File: src/rtl/complex_gate_pkg.sv
// Shared types for the complex-gate pipeline: function-select enum
// and the popcount result width helper.
package complex_gate_pkg;

   typedef enum logic [1:0] {
      MODE_AND_OR = 2'd0,
      MODE_AOI    = 2'd1,
      MODE_OR_AND = 2'd2,
      MODE_OAI    = 2'd3
   } mode_e;

   function automatic int ones_w(input int w);
      return $clog2(w + 1);
   endfunction

endpackage

File: src/rtl/complex_gate_eval.sv
// Combinational AND-OR / AOI / OR-AND / OAI evaluator,
// bitwise over WIDTH bits.
module complex_gate_eval
   import complex_gate_pkg::*;
#(
   parameter int WIDTH = 8
) (
   input  mode_e             mode,
   input  logic [WIDTH-1:0]  a,
   input  logic [WIDTH-1:0]  b,
   input  logic [WIDTH-1:0]  c,
   output logic [WIDTH-1:0]  y
);

   always_comb begin
      y = '0;
      unique case (mode)
         MODE_AND_OR: y = a & (b | c);
         MODE_AOI:    y = ~(a & (b | c));
         MODE_OR_AND: y = a | (b & c);
         MODE_OAI:    y = ~(a | (b & c));
      endcase
   end

endmodule

File: src/rtl/complex_gate_pipe.sv
// Two-stage valid/ready complex-gate pipeline with result popcount.
// Optional output-transfer counter under COMPLEX_GATE_PIPE_STATS_EN.
module complex_gate_pipe
   import complex_gate_pkg::*;
#(
   parameter int WIDTH = 8,
   parameter int CNT_W = 16
) (
   input  logic                       clk,
   input  logic                       rst_n,
   input  logic                       in_valid,
   output logic                       in_ready,
   input  logic [1:0]                 in_mode,
   input  logic [WIDTH-1:0]           in_a,
   input  logic [WIDTH-1:0]           in_b,
   input  logic [WIDTH-1:0]           in_c,
   output logic                       out_valid,
   input  logic                       out_ready,
   output logic [WIDTH-1:0]           out_y,
   output logic [ones_w(WIDTH)-1:0]   out_ones,
   input  logic                       stat_clr,
   output logic [CNT_W-1:0]           stat_cnt
);

   localparam int OW = ones_w(WIDTH);

   logic             s1_vld;
   mode_e            s1_mode;
   logic [WIDTH-1:0] s1_a;
   logic [WIDTH-1:0] s1_b;
   logic [WIDTH-1:0] s1_c;
   logic             s2_vld;
   logic [WIDTH-1:0] s2_y;
   logic [OW-1:0]    s2_ones;
   logic [WIDTH-1:0] y;
   logic [OW-1:0]    ones;
   logic             out_xfer;
   logic             s2_load;

   assign out_xfer  = s2_vld & out_ready;
   assign s2_load   = ~s2_vld | out_xfer;
   assign in_ready  = ~s1_vld | s2_load;
   assign out_valid = s2_vld;
   assign out_y     = s2_y;
   assign out_ones  = s2_ones;

   complex_gate_eval #(.WIDTH(WIDTH)) u_eval (
      .mode (s1_mode),
      .a    (s1_a),
      .b    (s1_b),
      .c    (s1_c),
      .y    (y)
   );

   always_comb begin
      ones = '0;
      for (int i = 0; i < WIDTH; i++)
         ones = ones + OW'(y[i]);
   end

   always_ff @(posedge clk or negedge rst_n) begin
      if (!rst_n) begin
         s1_vld  <= 1'b0;
         s1_mode <= MODE_AND_OR;
         s1_a    <= '0;
         s1_b    <= '0;
         s1_c    <= '0;
      end else if (in_ready) begin
         s1_vld <= in_valid;
         if (in_valid) begin
            s1_mode <= mode_e'(in_mode);
            s1_a    <= in_a;
            s1_b    <= in_b;
            s1_c    <= in_c;
         end
      end
   end

   // Result regs only change when a real word moves in, so an
   // emptied S2 keeps its last value rather than bubble garbage.
   always_ff @(posedge clk or negedge rst_n) begin
      if (!rst_n) begin
         s2_vld  <= 1'b0;
         s2_y    <= '0;
         s2_ones <= '0;
      end else if (s2_load) begin
         s2_vld <= s1_vld;
         if (s1_vld) begin
            s2_y    <= y;
            s2_ones <= ones;
         end
      end
   end

`ifdef COMPLEX_GATE_PIPE_STATS_EN
   logic [CNT_W-1:0] cnt;

   always_ff @(posedge clk or negedge rst_n) begin
      if (!rst_n)
         cnt <= '0;
      else if (stat_clr)
         cnt <= '0;
      else if (out_xfer && cnt != '1)
         cnt <= cnt + 1'b1;
   end

   assign stat_cnt = cnt;
`else
   logic unused_stat_clr;

   assign unused_stat_clr = stat_clr;
   assign stat_cnt        = '0;
`endif

endmodule

File: config.mk
export PLATFORM = sky130hd
export DESIGN_NAME = complex_gate_pipe
export DESIGN_NICKNAME = d
export VERILOG_FILES = /design/src/rtl/complex_gate_pkg.sv /design/src/rtl/complex_gate_eval.sv /design/src/rtl/complex_gate_pipe.sv
export SDC_FILE = /design/constraint.sdc
export NUM_CORES = 1
export LEC_CHECK = 0
export CAP_MARGIN = 20
export CORE_UTILIZATION = 50
export CTS_CLUSTER_DIAMETER = 60
export DETAILED_ROUTE_END_ITERATION = 8
export PLACE_DENSITY_LB_ADDON = 0.08
export RECOVER_POWER = 25
export SLEW_MARGIN = 15
export SYNTH_ARGS = -nofsm -noshare
export SYNTH_HDL_FRONTEND = slang
export SYNTH_SLANG_ARGS = --single-unit
File: constraint.sdc
create_clock -name clk -period 5.7 [get_ports clk]
set_clock_uncertainty 0.15 [all_clocks]
set_input_delay 0.57 -clock clk [delete_from_list [all_inputs] [get_ports clk]]
set_output_delay 0.57 -clock clk [all_outputs]
set_load 0.02 [all_outputs]
==> out/qor.txt <==
CTS tree -> yes
Setup CP Type -> flop to flop
Layout cells sized above 1 -> 0.201
Period utilization -> 0.645
Fill cells -> 279
Vias in the first global route -> 1,348
Max FO, Critical Path -> 8
Worst Max-Slew Pin Slew -> 2.05 ns
Postcts setup bufs -> 0
Vias after detailed routing -> 1,298
Worst hold endpoint -> out_ones[0]
Die height -> 65.7 µm
Top metal layer carrying routed signals -> met4
Via density -> 5.05
Final RePlAce weighted congestion -> 0.782
Seq cells post-synth -> 40
Wire length of the first global-routing pass -> 5.69 mm
Top Ports -> 61
CTS Buffer Depth -> 2
Clk_lat worst skew -> 0.29 ns
Post-synth top cells -> dfrtp_1, mux2_2, a21oi_1
Pre-Repair DR Iteration Count -> 4
1st-iter DRT viols -> 21
Max-slew violations -> 41
Post-CTS Hold Buffers -> 0
Crit end category -> flop
Worst VDD drop -> 196 µV
DIE AREA -> 0.00432 mm²
TNS Setup -> 0 ns
Status -> finished, violations left
GRT Residual Overflow -> 0
Met3 wire len -> 192 µm
Synth warn -> 0
R2R Path End -> out_ones[2]
Main synth FF type -> dfrtp_1
Die X -> 65.7 µm
Placed insts -> 249
Port-buffer cells -> 43
Count leader, synth -> dfrtp_1
Register area share after synthesis -> 0.493
Non-filler instance count after layout -> 257
Routed Antenna Nets -> 0
WHS -> 0.344 ns
Failing checks -> max-capacitance violations, max-slew violations
Initial Utilization -> 0.538
Hold Path Depth -> 2
Total CTS buffers -> 5
Mapped Area -> 0.00203 mm²
Pleak -> 1.11 nW
Min-delay src -> out_ones[0]
H-tree depth -> 2
Power density cells -> 443 mW/mm²
Place WS -> 2.03 ns
Fmax -> 272 MHz
Post-synth cell types -> 25
Launch point of the worst reg-to-reg path -> s1_mode[1]
Overall routed net length -> 3.39 mm
Total power -> 1.11 mW
Seq. cell area -> 0.00100 mm²
HP Class -> flop to flop
Root Driver -> clkbuf_8
Worst Setup Start Kind -> flop
Routed WL per cell -> 13.2 µm
Metal-1 WL -> 1.34 mm
Rel. slew slack -> -0.367
Global Route Usage Sum -> 0.181
Min cycle time layout -> 3.68 ns
Register clock-pin slew on the reported worst setup and hold paths -> 0.07 ns
P&R area growth vs syn -> 22.7%
FF-to-FF setup slack -> 2.02 ns
EDFF count, synth -> 0
Synth top area share -> 0.493
Fin nets -> 246
Setup Viol. Count Final -> 0
Async SR Flop Fraction -> 1.00
Largest net degree at the start of global routing -> 41
Worst R2R Path Depth -> 13
Dpl hpwl -> 2.58 mm
Yosys top cell by area -> dfrtp_1
Worst setup margin -> 2.02 ns
Area of the multi-input gates -> 888 µm²
Initial antenna violation count -> 0
Top cells by area, synth -> dfrtp_1, mux2_2, buf_4
Max_cap viols -> 1
N_diodes -> 0
Post_cts resized -> 0
RSZ-0062 raised after global routing -> false
# DRC -> 0
Met2 WL -> 1.77 mm
Post-Synthesis Cells -> 163
CP required -> 5.75 ns
CTS sink count -> 40
Core ar. -> 0.00377 mm²
Final hold vios -> 0
Rows -> 22
Syn Area/Cell -> 12.5 µm²
Arrival time worst endpoint -> 3.73 ns
-- power by group --
group          internal, mW  leakage [nW]  switching [mW]
logic                 0.256         0.590           0.263
clock network        0.0964        0.0510          0.0925
registers             0.352         0.466          0.0451
total                 0.704          1.11           0.401
-- kinds of logic (layout without fill, tap and decap cells) --
family | Yosys count | after routing | synth area share
compound gates | 32 | 32 | 0.0807
mux | 30 | 30 | 0.179
xor+xnor | 9 | 9 | 0.0388
buf+inv | 27 | 58 | 0.0974
flops | 40 | 40 | 0.493
fa+ha+maj | 7 | 7 | 0.0579
simple gates | 17 | 17 | 0.0511
other cells | 1 | 16 | 0.00185
-- flip-flops by register name, summed over array words and instances, names as in the netlist --
register and count:
s1_vld 1, s1_a 8, s1_mode 2, s1_c 8
s1_b 8, out_ones 4, out_valid 1, out_y 8
-- cell usage in the layout (no fill, tap or decap), types with 2 or more instances in the layout --
cell type        Yosys  layout
o21ai_0             10      10
clkinv_2             0       2
ha_1                 3       3
mux2_4               7       7
clkdlybuf4s50_1      0      42
a21oi_1             21      21
xor2_1               5       5
conb_1               1      16
inv_1                7       7
clkbuf_8             0       6
dfrtp_1             40      40
fa_1                 4       4
mux2_2              23      23
xnor2_1              4       4
nand2_1              6       6
nor2_1               5       5
-- worst max-delay path by stage --
stage / startpoint / end / slack [ns] / cells after the start
5_1_grt: s1_mode[1] / out_ones[2] / 1.84 / 13
6_report: s1_mode[1] / out_ones[2] / 2.02 / 13
2_1_floorplan: s1_c[1] / out_ones[2] / 2.37 / 13
3_5_place_dp: s1_mode[1] / out_ones[2] / 2.03 / 13
3_3_place_gp: s1_mode[1] / out_ones[2] / 2.14 / 13
4_1_cts: s1_mode[1] / out_ones[2] / 2.01 / 13
-- metrics by stage --
step	utilization	area (µm²)
floorplan	-	2090
global placement	0.637	2400
detailed placement	0.637	2400
finish	0.661	2490
global route	0.661	2490
CTS	0.661	2490
-- worst max-delay path, cell delays in order, from the launching register on --
cell	delay, ns
dfrtp_1	0.39
inv_1	0.25
a21oi_1	0.13
xor2_1	0.19
fa_1	0.56
inv_1	0.05
fa_1	0.49
fa_1	0.41
inv_1	0.07
ha_1	0.16
inv_1	0.06
fa_1	0.37
xor2_1	0.15
o21ai_0	0.18
-- area by class of cell --
class | count | share of cell area
inverter | 7 | 0.0105
tap | 48 | 0.0241
clock buffer | 6 | 0.0331
clock inverter | 2 | 0.00402
timing repair buffer | 43 | 0.170
multi-input combinational | 111 | 0.356
sequential | 40 | 0.402
-- routing by layer --
layer,up-vias,GRT usage
met5,-,0
met4,0,0.0897
met3,9,0.0538
met2,48,0.323
met1,631,0.192
li1,610,-
Power figures use the tool's default switching activity.
